$ cat config.mk
export PLATFORM = sky130hd
export DESIGN_NAME = ram_access_arbiter_flat
export DESIGN_NICKNAME = d
export VERILOG_FILES = /design/src/rtl/ram_arb_pkg.sv /design/src/rtl/ram_access_arbiter_if.sv /design/src/rtl/rr_arbiter.sv /design/src/rtl/ram_access_arbiter.sv /design/src/flat_wrapper.sv
export SDC_FILE = /design/constraint.sdc
export NUM_CORES = 1
export LEC_CHECK = 0
export ABC_AREA = 1
export CORE_MARGIN = 3
export CORE_UTILIZATION = 37
export DETAILED_ROUTE_END_ITERATION = 8
export GPL_TIMING_DRIVEN = 0
export PLACE_DENSITY = 0.91
export SLEW_MARGIN = 10
export SYNTH_ARGS = -nofsm -noshare
export SYNTH_HDL_FRONTEND = slang
export SYNTH_SLANG_ARGS = --single-unit
$ cat constraint.sdc
create_clock -name wclk -period 1.8 [get_ports wclk]
set_input_delay 0.18 -clock wclk [delete_from_list [all_inputs] [get_ports wclk]]
set_output_delay 0.18 -clock wclk [all_outputs]
set_load 0.1 [all_outputs]
$ cat src/rtl/ram_arb_pkg.sv
// Shared types for the DualRAM access arbiter.
// The FSM state encoding lives here so the top and any future siblings agree.
package ram_arb_pkg;

  typedef enum logic [1:0] {
    ST_INIT,
    ST_RUN,
    ST_CLEAR
  } arb_state_t;

  function automatic int idx_w(input int n);
    return (n > 1) ? $clog2(n) : 1;
  endfunction

endpackage

$ cat src/rtl/ram_access_arbiter_if.sv
// Requester-side bundle for the RAM access arbiter.
// Requesters drive the master modport, the arbiter sits on slave.
interface ram_arb_req_if #(
  parameter int NUM_REQ   = 2,
  parameter int ADDR_SIZE = 8,
  parameter int DATA_SIZE = 16
);

  logic [NUM_REQ-1:0]           req_valid;
  logic [NUM_REQ-1:0]           req_we;
  logic [NUM_REQ*ADDR_SIZE-1:0] req_addr;
  logic [NUM_REQ*DATA_SIZE-1:0] req_wdata;
  logic [NUM_REQ-1:0]           req_ready;
  logic [NUM_REQ-1:0]           rsp_valid;
  logic [DATA_SIZE-1:0]         rsp_rdata;

  modport master (
    output req_valid,
    output req_we,
    output req_addr,
    output req_wdata,
    input  req_ready,
    input  rsp_valid,
    input  rsp_rdata
  );

  modport slave (
    input  req_valid,
    input  req_we,
    input  req_addr,
    input  req_wdata,
    output req_ready,
    output rsp_valid,
    output rsp_rdata
  );

endinterface

$ cat src/rtl/rr_arbiter.sv
// Combinational round-robin picker: first set req bit at or after ptr.
// Search wraps cyclically; gnt is one-hot, gnt_any flags a hit.
module rr_arbiter
  import ram_arb_pkg::*;
#(
  parameter int N  = 2,
  parameter int IW = idx_w(N)
) (
  input  logic [N-1:0]  req,
  input  logic [IW-1:0] ptr,
  output logic [N-1:0]  gnt,
  output logic [IW-1:0] gnt_idx,
  output logic          gnt_any
);

  always_comb begin
    int j;
    logic [IW-1:0] jj;
    j       = 0;
    jj      = '0;
    gnt     = '0;
    gnt_idx = '0;
    gnt_any = 1'b0;
    for (int k = 0; k < N; k++) begin
      j  = (int'(ptr) + k) % N;
      jj = IW'(j);
      if (!gnt_any && req[jj]) begin
        gnt_any = 1'b1;
        gnt[jj] = 1'b1;
        gnt_idx = jj;
      end
    end
  end

endmodule

$ cat src/rtl/ram_access_arbiter.sv
// Round-robin sharing of one DualRAM among NUM_REQ requesters.
// Zero-sweeps the whole RAM after reset and on clear_req.
module ram_access_arbiter
  import ram_arb_pkg::*;
#(
  parameter int DATA_SIZE = 16,
  parameter int ADDR_SIZE = 8,
  parameter int NUM_REQ   = 2
) (
  input  logic                 wclk,
  input  logic                 rst_n,
  input  logic                 clear_req,
  output logic                 busy,
  ram_arb_req_if.slave         bus,
  output logic                 ram_wclken,
  output logic [ADDR_SIZE-1:0] ram_waddr,
  output logic [DATA_SIZE-1:0] ram_wdata,
  output logic [ADDR_SIZE-1:0] ram_raddr,
  input  logic [DATA_SIZE-1:0] ram_rdata
);

  localparam int IW = idx_w(NUM_REQ);
  localparam logic [ADDR_SIZE-1:0] LAST = '1;
  localparam logic [IW-1:0] IDX_MAX = IW'(NUM_REQ - 1);

  arb_state_t state;
  arb_state_t state_nxt;

  logic [ADDR_SIZE-1:0] sweep_cnt;
  logic [IW-1:0]        rr_ptr;
  logic [IW-1:0]        ptr_nxt;
  logic [IW-1:0]        gnt_idx;
  logic [NUM_REQ-1:0]   gnt;
  logic [NUM_REQ-1:0]   rd_gnt;
  logic                 gnt_any;
  logic                 run_gnt;
  logic                 g_we;
  logic [ADDR_SIZE-1:0] g_addr;
  logic [DATA_SIZE-1:0] g_wdata;

  rr_arbiter #(
    .N  (NUM_REQ),
    .IW (IW)
  ) u_rr (
    .req     (bus.req_valid),
    .ptr     (rr_ptr),
    .gnt     (gnt),
    .gnt_idx (gnt_idx),
    .gnt_any (gnt_any)
  );

  assign g_we    = bus.req_we[gnt_idx];
  assign g_addr  = bus.req_addr[int'(gnt_idx)*ADDR_SIZE +: ADDR_SIZE];
  assign g_wdata = bus.req_wdata[int'(gnt_idx)*DATA_SIZE +: DATA_SIZE];
  assign ptr_nxt = (gnt_idx == IDX_MAX) ? '0 : gnt_idx + 1'b1;

  assign bus.req_ready = run_gnt ? gnt : '0;
  assign rd_gnt        = (run_gnt && !g_we) ? gnt : '0;

  // clear_req beats any pending request in the cycle it is seen
  always_comb begin
    state_nxt  = state;
    busy       = 1'b0;
    run_gnt    = 1'b0;
    ram_wclken = 1'b0;
    ram_waddr  = '0;
    ram_wdata  = '0;
    ram_raddr  = '0;
    unique case (state)
      ST_INIT, ST_CLEAR: begin
        busy       = 1'b1;
        ram_wclken = 1'b1;
        ram_waddr  = sweep_cnt;
        if (sweep_cnt == LAST) state_nxt = ST_RUN;
      end
      ST_RUN: begin
        if (clear_req) begin
          state_nxt = ST_CLEAR;
        end else if (gnt_any) begin
          run_gnt = 1'b1;
          if (g_we) begin
            ram_wclken = 1'b1;
            ram_waddr  = g_addr;
            ram_wdata  = g_wdata;
          end else begin
            ram_raddr = g_addr;
          end
        end
      end
      default: state_nxt = ST_INIT;
    endcase
  end

  always_ff @(posedge wclk or negedge rst_n) begin
    if (!rst_n) state <= ST_INIT;
    else        state <= state_nxt;
  end

  always_ff @(posedge wclk or negedge rst_n) begin
    if (!rst_n) begin
      sweep_cnt <= '0;
      rr_ptr    <= '0;
    end else begin
      if (busy)    sweep_cnt <= sweep_cnt + 1'b1;
      if (run_gnt) rr_ptr    <= ptr_nxt;
    end
  end

  always_ff @(posedge wclk or negedge rst_n) begin
    if (!rst_n) begin
      bus.rsp_valid <= '0;
      bus.rsp_rdata <= '0;
    end else begin
      bus.rsp_valid <= rd_gnt;
      if (|rd_gnt) bus.rsp_rdata <= ram_rdata;
    end
  end

endmodule

$ cat src/flat_wrapper.sv
// flat-port wrapper written by rule: the top's interface ports become plain ports
module ram_access_arbiter_flat import ram_arb_pkg::*;
#(
  parameter int DATA_SIZE = 16,
  parameter int ADDR_SIZE = 8,
  parameter int NUM_REQ   = 2
)
  (wclk, rst_n, clear_req, busy, ram_wclken, ram_waddr, ram_wdata, ram_raddr, ram_rdata, bus_req_valid, bus_req_we, bus_req_addr, bus_req_wdata, bus_req_ready, bus_rsp_valid, bus_rsp_rdata);
  ram_arb_req_if #(.NUM_REQ(NUM_REQ), .ADDR_SIZE(ADDR_SIZE), .DATA_SIZE(DATA_SIZE)) bus_i ();
  input  logic wclk;
  input  logic rst_n;
  input  logic clear_req;
  output logic busy;
  output logic ram_wclken;
  output logic [ADDR_SIZE-1:0] ram_waddr;
  output logic [DATA_SIZE-1:0] ram_wdata;
  output logic [ADDR_SIZE-1:0] ram_raddr;
  input  logic [DATA_SIZE-1:0] ram_rdata;
  input wire logic [$bits(bus_i.req_valid)-1:0] bus_req_valid;
  input wire logic [$bits(bus_i.req_we)-1:0] bus_req_we;
  input wire logic [$bits(bus_i.req_addr)-1:0] bus_req_addr;
  input wire logic [$bits(bus_i.req_wdata)-1:0] bus_req_wdata;
  output wire logic [$bits(bus_i.req_ready)-1:0] bus_req_ready;
  output wire logic [$bits(bus_i.rsp_valid)-1:0] bus_rsp_valid;
  output wire logic [$bits(bus_i.rsp_rdata)-1:0] bus_rsp_rdata;
  assign bus_i.req_valid = bus_req_valid;
  assign bus_i.req_we = bus_req_we;
  assign bus_i.req_addr = bus_req_addr;
  assign bus_i.req_wdata = bus_req_wdata;
  assign bus_req_ready = bus_i.req_ready;
  assign bus_rsp_valid = bus_i.rsp_valid;
  assign bus_rsp_rdata = bus_i.rsp_rdata;
  ram_access_arbiter #(.DATA_SIZE(DATA_SIZE), .ADDR_SIZE(ADDR_SIZE), .NUM_REQ(NUM_REQ)) u_core (.wclk(wclk), .rst_n(rst_n), .clear_req(clear_req), .busy(busy), .bus(bus_i), .ram_wclken(ram_wclken), .ram_waddr(ram_waddr), .ram_wdata(ram_wdata), .ram_raddr(ram_raddr), .ram_rdata(ram_rdata));
endmodule
==> results_tabular.tex, run 1 <==
\begin{tabular}{lr}
\hline
Metric & Value \\
\hline
\multicolumn{2}{l}{\textbf{Setup path}} \\
Reg-to-reg endpoint & u\_core.bus.rsp\_rdata[6]\$\_DFFE\_PN0P\_ \\
Number of cells on the worst reg-to-reg path & 9 \\
Crit. End Element & output pin \\
Arrival time at the worst endpoint & $\sim$1700 ps \\
Data required time of the critical path & about 1600 ps \\
Category of the critical setup timing path & reg -> out \\
Worst setup path startpoint & u\_core.state[0]\$\_DFFE\_PN0P\_ \\
Launch point of the worst reg-to-reg path & u\_core.rr\_ptr\$\_DFFE\_PN0P\_ \\
Setup crit end & ram\_wdata[6] \\
Setup slack of the most critical reg-to-reg path & around 150 ps \\
Peak fanout along the critical path & 9 \\
Type of element launching the critical path & register \\
\multicolumn{2}{l}{\textbf{GRT}} \\
Vias in the first global route & between 2000 and 3000 \\
Global-route usage over all layers & approximately a quarter \\
Total gr overflow & 0 \\
Number of antenna violations at the first check in global routing & 0 \\
Maximum number of pins on one net before global-route repair & 30 \\
Wire length of the first global-routing pass & $\sim$12000 microns \\
\multicolumn{2}{l}{\textbf{Clock network}} \\
Cts bufs inserted & 5 \\
Cell at the root of the clock tree & clkbuf\_8 \\
CTS H-tree depth & 2 \\
TritonCTS clock tree & done \\
Clock latency at the later pin of the worst-skew pair & 280 ps \\
Clock input transition at the sequential cells of the worst setup and hold paths & about 60 ps \\
Num Clock Sinks & 29 \\
CTS Buffer Depth & 2 \\
\multicolumn{2}{l}{\textbf{Floorplanning}} \\
Initial Util & 38.7\% \\
Site Rows & 26 \\
Count of boundary I/O pins & between 100 and 150 \\
Die area & approximately 0.0063 sq mm \\
Chip Width & 79.3 microns \\
Vertical die dimension & just under 80 microns \\
Area inside the core boundary & 0.00514 sq mm \\
\multicolumn{2}{l}{\textbf{Timing}} \\
Total setup violations reported at the end of the flow & 26 \\
Final Hold Viols & 0 \\
Post-route clock period utilization & 105\% \\
Post-route minimum period & about 1900 ps \\
Max Clock Freq & between 500 and 600 MHz \\
Clock skew after layout & between 6 and 7 ps \\
Final WS setup & -90.6 ps \\
Final slew viol count & 0 \\
Least-Margin Pin Slew & roughly 990 ps \\
Worst slew margin relative to its limit & roughly a third \\
Min Hold Slack & around 440 ps \\
Unrepaired setup endpoints after global routing & true \\
\multicolumn{2}{l}{\textbf{Cells and area}} \\
Final design utilization & approximately four fifths \\
Layout cells sized above 1 & 30.0\% \\
Number of antenna repair diodes & 0 \\
NumNets Final & $\sim$530 \\
Commonest cells after routing, fill and taps aside & 105 x nand2\_1, 67 x clkdlybuf4s50\_1, 40 x nand3\_1, 36 x inv\_1, 34 x buf\_12 \\
Post-synthesis to final-layout area growth & 111\% \\
Most common cell after layout, fill and taps aside & nand2\_1 \\
\multicolumn{2}{l}{\textbf{Routing}} \\
DRT iter0 DRCs & between 100 and 150 \\
Drt via density & around 4.9 \\
Wire length reported by the detailed router & between 8000 and 9000 microns \\
TritonRoute pass-1 iters & 4 \\
Via count of the routed design & 2592 \\
Wire per inst & $\sim$16 microns \\
Final routed DRC violation total & 0 \\
Count of nets left with antenna violations after detail routing & 0 \\
\multicolumn{2}{l}{\textbf{Placed design}} \\
Weighted congestion at the end of routability-driven global placement & $\sim$0.84 \\
Buffers added on ports & about 120 \\
Hpwl dp & around 5600 microns \\
\multicolumn{2}{l}{\textbf{Worst hold path}} \\
Kind of path behind the tightest hold check & in -> reg \\
\multicolumn{2}{l}{\textbf{Run status}} \\
Status & finished with violations \\
Violated checks & negative setup slack \\
\multicolumn{2}{l}{\textbf{Power and ir drop}} \\
Power after layout & between 1.5 and 2 mW \\
Total power density per cell area & just under 400 mW/mm\^{}2 \\
Leakage power summed over all cells & between 2 and 2.5 nW \\
Worst vdd ir & $\sim$280 uV \\
\multicolumn{2}{l}{\textbf{Logic synthesis}} \\
Synthesized cell area & 0.00199 sq mm \\
Mean Syn Cell Area & approximately 6.5 sq um \\
Synthesized net count & between 300 and 400 \\
Number of library cell types mapped by synthesis & 20 \\
Sequential cell area fraction in the yosys report & 36.5\% \\
Post-Synthesis Cells & slightly above 300 \\
Synth warn & 0 \\
Yosys reg bits & 29 \\
\multicolumn{2}{l}{\textbf{Flow run}} \\
Number of maximum-capacitance violations & 0 \\
\hline
\end{tabular}
synth_stat cells:
library cell | count | area share, %
nand4_1 | 3 | 0.94
xor2_1 | 3 | 1.3
o21ai_0 | 3 | 0.75
dfrtp_1 | 29 | 37
buf_2 | 5 | 1.3
ha_1 | 1 | 0.63
nand2_2 | 5 | 1.6
buf_6 | 3 | 1.7
clkbuf_1 | 2 | 0.38
nor2_4 | 1 | 0.57
xnor2_1 | 2 | 0.88
nor2_8 | 1 | 1.0
nor2_2 | 10 | 3.1
inv_2 | 1 | 0.19
inv_1 | 37 | 7.0
nand3_1 | 46 | 12
nand2_1 | 120 | 23
nand2_4 | 3 | 1.7
buf_4 | 3 | 1.1
nor2_1 | 27 | 5.1
flip-flops by register name (all words and copies together), names as in the netlist:
signal,cells
u_core.bus.rsp_rdata,16
u_core.bus.rsp_valid,2
u_core.rr_ptr,1
u_core.state,2
u_core.sweep_cnt,8
per-stage QoR:
stage / area [sq um] / setup TNS [ps] / cells / setup WS [ps]
6_report: 4190 / -1420 / 526 / -90.6
3_3_place_gp: 3390 / -40390 / 499 / -1270
5_1_grt: 4190 / -3380 / 526 / -157
3_5_place_dp: 3390 / -41530 / 499 / -1310
4_1_cts: 3950 / -1260 / 519 / -109
2_1_floorplan: 2060 / -6380 / 305 / -292
cell type report:
class                           count  area, sq um
Buffer                             12          123
Multi-Input combinational cell    226         1290
Sequential cell                    29          727
Clock inverter                      1         5.00
Tap cell                           70         87.6
Inverter                           38          145
Clock buffer                        7         96.3
Fill cell                         310          950
Timing Repair Buffer              143         1720
cell families (layout without fill, tap and decap cells):
logic type      Yosys count  count (layout)  share of synthesized area [%]
flops                    29              29                           36.5
simple gates            216             217                           48.3
compound gates            3               3                          0.755
buf+inv                  51             201                           11.6
fa+ha+maj                 1               1                          0.629
xor+xnor                  5               5                           2.20
worst min path at each step:
stage                                               startpoint  slack, ps  cells after the start                                    to
after CTS                                     bus_req_valid[0]        400                      3     u_core.bus.rsp_valid[0]$_DFF_PN0_
final                                         bus_req_valid[0]        440                      3     u_core.bus.rsp_valid[0]$_DFF_PN0_
after detailed placement  u_core.bus.rsp_rdata[11]$_DFFE_PN0P_        460                      2  u_core.bus.rsp_rdata[11]$_DFFE_PN0P_
after global routing                          bus_req_valid[0]        440                      3     u_core.bus.rsp_valid[0]$_DFF_PN0_
after floorplan                                          rst_n       -120                      0   u_core.bus.rsp_rdata[0]$_DFFE_PN0P_
after global placement     u_core.bus.rsp_rdata[6]$_DFFE_PN0P_        450                      2   u_core.bus.rsp_rdata[6]$_DFFE_PN0P_
worst max-delay path: stages (launching register included):
cell and delay [ps]:
dfrtp_2 390, inv_4 60, nor2_4 110, nand2_4 100
nor2_8 160, nand2_8 120, clkbuf_16 190, nor2_4 110
buf_12 180
routing by layer:
layer / up-vias / global-route usage (%) / wire length [microns]
met5: - / 0 / 0
met4: 0 / 8.42 / 240
met3: 22 / 8.50 / 824
met2: 126 / 47.8 / 4470
met1: 1217 / 26.2 / 3050
li1: 1227 / - / -
where the power goes:
group          switching, mW  leakage (nW)  internal (mW)
logic                  0.175          1.67          0.191
registers                  0         0.394          0.652
clock network          0.250        0.0542          0.345
what timing repair did:
item | in CTS | in global routing
gates resized for setup | 348 | 44
pin swaps | 8 | 8
cloned | 1 | 2
setup buffers | 12 | 4
endpoints found under the setup margin | 54 | 36
hold buffers | 0 | 1
hold endpoints to repair | 0 | 29
No activity file was read; power rests on OpenSTA's default activity.
==> run 2: changes to the inputs <==
CTS_CLUSTER_DIAMETER = 30   (was unset)
==> results of run 2 <==
The final DEF is identical to that of run 1; final timing and power are the same.
